## src/rtl/id_ex_cond_stage.sv

```systemverilog
// Decode-to-execute pipeline register with NZCV flag register and condition evaluation.
// Optional squashed-instruction counter enabled by defining COND_SQUASH_COUNT_EN.
module id_ex_cond_stage #(
  parameter int         DATA_W   = 32,
  parameter int         REG_W    = 4,
  parameter logic [3:0] NOP_CODE = 4'b0000
) (
  input  logic              clk,
  input  logic              reset,
  input  logic              FlushE,
  input  logic              RegWriteD,
  input  logic              MemToRegD,
  input  logic              PCSrcD,
  input  logic              BranchD,
  input  logic              PlusOneD,
  input  logic              ALUSrcD,
  input  logic [3:0]        ALUControlD,
  input  logic [1:0]        FlagWD,
  input  logic [3:0]        CondD,
  input  logic [DATA_W-1:0] RD1D,
  input  logic [DATA_W-1:0] RD2D,
  input  logic [DATA_W-1:0] ExtImmD,
  input  logic [REG_W-1:0]  WA3D,
  input  logic [3:0]        ALUFlags,
  output logic              RegWriteE,
  output logic              PCSrcE,
  output logic              BranchTakenE,
  output logic              MemToRegE,
  output logic              PlusOneE,
  output logic              ALUSrcE,
  output logic [3:0]        ALUControlE,
  output logic [DATA_W-1:0] SrcAE,
  output logic [DATA_W-1:0] WriteDataE,
  output logic [DATA_W-1:0] ExtImmE,
  output logic [REG_W-1:0]  WA3E,
  output logic              CondExE,
  output logic [3:0]        FlagsQ
`ifdef COND_SQUASH_COUNT_EN
  ,
  output logic [15:0]       SquashCountE
`endif
);

  localparam logic [3:0] COND_AL = 4'hE;

  logic       reg_write_p1;
  logic       pc_src_p1;
  logic       branch_p1;
  logic [1:0] flag_w_p1;
  logic [3:0] cond_p1;

  function automatic logic cond_pass(input logic [3:0] cond, input logic [3:0] nzcv);
    logic n, z, c, v;
    logic pass;
    {n, z, c, v} = nzcv;
    case (cond)
      4'h0:    pass = z;
      4'h1:    pass = !z;
      4'h2:    pass = c;
      4'h3:    pass = !c;
      4'h4:    pass = n;
      4'h5:    pass = !n;
      4'h6:    pass = v;
      4'h7:    pass = !v;
      4'h8:    pass = c & !z;
      4'h9:    pass = !c | z;
      4'hA:    pass = (n == v);
      4'hB:    pass = (n != v);
      4'hC:    pass = !z & (n == v);
      4'hD:    pass = z | (n != v);
      4'hE:    pass = 1'b1;
      default: pass = 1'b0;
    endcase
    return pass;
  endfunction

`ifdef COND_SQUASH_COUNT_EN
  function automatic logic [15:0] sat_inc(input logic [15:0] x);
    return (x == 16'hFFFF) ? x : x + 16'd1;
  endfunction
`endif

  // D -> E boundary: a flush loads a bubble that always passes (AL) but does nothing
  always_ff @(posedge clk or posedge reset) begin
    if (reset) begin
      reg_write_p1 <= 1'b0;
      pc_src_p1    <= 1'b0;
      branch_p1    <= 1'b0;
      flag_w_p1    <= 2'b00;
      cond_p1      <= 4'h0;
      MemToRegE    <= 1'b0;
      PlusOneE     <= 1'b0;
      ALUSrcE      <= 1'b0;
      ALUControlE  <= NOP_CODE;
      SrcAE        <= '0;
      WriteDataE   <= '0;
      ExtImmE      <= '0;
      WA3E         <= '0;
    end else if (FlushE) begin
      reg_write_p1 <= 1'b0;
      pc_src_p1    <= 1'b0;
      branch_p1    <= 1'b0;
      flag_w_p1    <= 2'b00;
      cond_p1      <= COND_AL;
      MemToRegE    <= 1'b0;
      PlusOneE     <= 1'b0;
      ALUSrcE      <= 1'b0;
      ALUControlE  <= NOP_CODE;
      SrcAE        <= '0;
      WriteDataE   <= '0;
      ExtImmE      <= '0;
      WA3E         <= '0;
    end else begin
      reg_write_p1 <= RegWriteD;
      pc_src_p1    <= PCSrcD;
      branch_p1    <= BranchD;
      flag_w_p1    <= FlagWD;
      cond_p1      <= CondD;
      MemToRegE    <= MemToRegD;
      PlusOneE     <= PlusOneD;
      ALUSrcE      <= ALUSrcD;
      ALUControlE  <= ALUControlD;
      SrcAE        <= RD1D;
      WriteDataE   <= RD2D;
      ExtImmE      <= ExtImmD;
      WA3E         <= WA3D;
    end
  end

  assign CondExE      = cond_pass(cond_p1, FlagsQ);
  assign RegWriteE    = reg_write_p1 & CondExE;
  assign PCSrcE       = pc_src_p1 & CondExE;
  assign BranchTakenE = branch_p1 & CondExE;

  // Flags commit from the E-stage instruction; the D-side flush never blocks this
  always_ff @(posedge clk or posedge reset) begin
    if (reset) begin
      FlagsQ <= 4'b0000;
    end else begin
      if (flag_w_p1[1] & CondExE) FlagsQ[3:2] <= ALUFlags[3:2];
      if (flag_w_p1[0] & CondExE) FlagsQ[1:0] <= ALUFlags[1:0];
    end
  end

`ifdef COND_SQUASH_COUNT_EN
  logic vld_p1;

  always_ff @(posedge clk or posedge reset) begin
    if (reset) begin
      vld_p1       <= 1'b0;
      SquashCountE <= 16'd0;
    end else begin
      vld_p1 <= !FlushE;
      if (vld_p1 && !CondExE) SquashCountE <= sat_inc(SquashCountE);
    end
  end
`endif

endmodule

```

## config.mk

```make
export PLATFORM = sky130hd
export DESIGN_NAME = id_ex_cond_stage
export DESIGN_NICKNAME = d
export VERILOG_FILES = /design/src/rtl/id_ex_cond_stage.sv
export SDC_FILE = /design/constraint.sdc
export NUM_CORES = 1
export LEC_CHECK = 0
export BUFFER_PORTS_ARGS = -buffer_cell sky130_fd_sc_hd__buf_2
export CAP_MARGIN = 20
export CORE_MARGIN = 2
export CORE_UTILIZATION = 39
export CTS_CLUSTER_SIZE = 16
export DETAILED_ROUTE_END_ITERATION = 16
export PLACE_DENSITY = 0.77
export SLEW_MARGIN = 20
export SYNTH_ARGS = -nofsm -noshare
export SYNTH_HDL_FRONTEND = slang
export SYNTH_SLANG_ARGS = --single-unit
```

## constraint.sdc

```tcl
create_clock -name clk -period 3.15 [get_ports clk]
set_input_delay 0 -clock clk [delete_from_list [all_inputs] [get_ports clk]]
set_output_delay 0 -clock clk [all_outputs]
set_load 0.01 [all_outputs]
```

==> flow_metrics.tcl <==
set metrics [dict create \
    synthCells 291 \
    row_count 37 \
    cp_slowest_cell "dfrtp_1" \
    final_common_cell "buf_2" \
    synth_edf_count 0 \
    initial_core_util_pct 40.2 \
    rsz0062_at_grt "false" \
    clk_latency_ps 490 \
    max_slew.worst_pin.slew_ps 815 \
    drtAntennaViolNets 0 \
    asyncSetResetFlopFracSynth_pct 100 \
    clk_pin_slew_worst_paths_ps 50 \
    antenna_found_initial 0 \
    die_w_um 107 \
    finalSetupViolations 0 \
    finalCoreUtilization_pct 70.5 \
    cp_max_fo 13 \
    grt_pass1_vias 3805 \
    setup_tns_ps 0 \
    die_y_um 107 \
    arrival_ps 2390 \
    synth_top_area_cell "dfrtp_1" \
    fin_crit_sh_pct 75.9 \
    diodes 0 \
    cts_root_buffer "clkbuf_8" \
    critPathLaunchType "register" \
    drive_gt1_share_pct 41.8 \
    nNetsFinal 778 \
    ir_worst_vdd_mv 0.347 \
    critPathMaxStageDelay_ps 560 \
    final_area_mm2 0.00725 \
    grt.total_usage_pct 21.9 \
    final-hold-violation-count 0 \
    worstPathCellList "and3b_1 -> o31a_1 -> a2111oi_4 -> nand2_1 -> and2_1 -> buf_2" \
    cts_tree "built" \
    slew_violations 0 \
    ys_seq_elements 120 \
    post-route-min-period_ps 2390 \
    cts_resized 0 \
    ys_seq_area_share_pct 72.8 \
    syn2layout_area_growth_pct 75.7 \
    synth_area_leaders "dfrtp_1 73%, nor2b_1 17%, mux2_1 1.1%" \
    ys.flop_type "dfrtp_1" \
    mostFrequentLayoutCells "236 x buf_2, 121 x dlygate4sd3_1, 120 x dfrtp_1, 113 x nor2b_1, 16 x clkbuf_16" \
    crit_path_end_kind "output port" \
    io_pins 238 \
    crit_buf_inv 1 \
    core-area_mm2 0.0103 \
    post-cts-setup-buffers 0 \
    vias_per_cell 4.36 \
    gp_congestion 0.813 \
    power.density_mw_per_mm2 576 \
    hold_buffers 121 \
    cap_violations 0 \
    slew_headroom_pct 45.7 \
    total_power_w 0.00417 \
    hold_path_class "in -> reg" \
    placed_cell_area_mm2 0.00544 \
    drt_iter0_markers 139 \
    numClockSinks 120 \
    firstDrtPassIters 4 \
    grt_pass1_wl_um 18900 \
    port_buffers 237 \
    cts_max_level 4 \
    die_area_mm2 0.0114 \
    vias 3505 \
    hold_ws_ps 46.5 \
    cp_top_family "compound AO/OA/AOI/OAI gates" \
    grt.overflow.total 0 \
    avgRoutedWirePerCell_um 15.1 \
    criticalPathCategory "reg -> out" \
    skew_ps 4.88 \
    grt_max_degree 117 \
    synth_nets 414 \
    drc 0 \
    syn_avg_cell_area_um2 14.2 \
    totalWireLength_um 12100 \
    cts_buffers 17 \
    synth_top_area_share_pct 72.8 \
    p_leak_nw 3.74 \
    netlist_area_mm2 0.00413 \
    run_status "finished clean" \
    crit_required_ps 3150 \
    ys_warn_count 0 \
    max_freq_ghz 0.419 \
    clockBufferDepth 2 \
    ys_types 32 \
]
==> final cells by class <==
class / instances / area, um2
clock inverter: 9 / 120
timing repair buffer: 360 / 2420
fill: 705 / 3030
clock buffer: 23 / 477
multi-input combinational: 154 / 1050
inverter: 2 / 11.3
tap: 136 / 170
sequential: 120 / 3000
==> report_power, final <==
group	internal, W	leakage, nW	total [W]	switching [W]
Sequential	0.00164	1.53	0.00170	0.0000655
Combinational	0.000305	1.90	0.000559	0.000254
Clock	0.00128	0.301	0.00191	0.000631
Total	0.00322	3.74	0.00417	0.000950
==> synth_stat cells, types with 2 or more instances <==
library cell	number
dfrtp_1	120
nor2b_1	113
clkbuf_1	11
and2_1	4
mux2_1	4
nand2_1	3
or2_2	3
a21boi_2	2
buf_2	2
inv_1	2
nand3_1	2
nand4b_1	2
nor2_1	2
or3b_2	2
xnor2_1	2
==> worst reg2reg max path: stages (launching register included) <==
cell and delay [ps]:
dfrtp_1 470, or4b_1 570, a311oi_2 300, a2111oi_4 110
a21boi_2 210, mux2_1 340
==> flip-flops by register name, indices dropped and copies added, names as in the netlist <==
register	flops
ALUControlE	4
pc_src_p1	1
SrcAE	32
flag_w_p1	2
WriteDataE	32
MemToRegE	1
branch_p1	1
ALUSrcE	1
cond_p1	4
WA3E	4
ExtImmE	32
reg_write_p1	1
FlagsQ	4
PlusOneE	1
==> cell families after synthesis <==
family | Yosys count | synth area share, %
xor+xnor | 2 | 0.425
buf+inv | 17 | 1.79
compound gates | 9 | 2.55
simple gates | 138 | 21.1
flops | 120 | 72.8
mux | 5 | 1.33
==> worst paths after layout <==
| kind | cells past startpoint | to | slack, ps | start |
|---|---|---|---|---|
| worst max-delay path | 6 | PCSrcE | 760 | cond_p1[0] |
| worst min-delay path | 2 | SrcAE[22] | 50 | FlushE |
| worst max register to register | 5 | FlagsQ[2] | 1040 | cond_p1[2] |
| worst min register to register | 1 | FlagsQ[1] | 620 | FlagsQ[1] |
| max in group asynchronous | 4 | ExtImmE[29] | 2240 | reset |
| min in group asynchronous | 4 | SrcAE[30] | 290 | reset |
==> metal layers <==
| layer | track usage [%] | vias up | routed length, um | share of wire (%) |
|---|---|---|---|---|
| met1 | 23.2 | 1672 | 4500 | 37 |
| met5 | 0 | - | 0 | 0 |
| met4 | 7.33 | 0 | 160 | 1.3 |
| li1 | - | 1646 | - | - |
| met3 | 8.15 | 21 | 886 | 7.3 |
| met2 | 39.9 | 166 | 6600 | 54 |
==> per-stage QoR <==
| stage | setup WS [ps] | cells |
|---|---|---|
| final | 761 | 804 |
| after global routing | 603 | 804 |
| after CTS | 737 | 804 |
| after detailed placement | 1040 | 651 |
| after global placement | 1150 | 651 |
| after floorplan | 1150 | 291 |
Power figures use the tool's default switching activity.
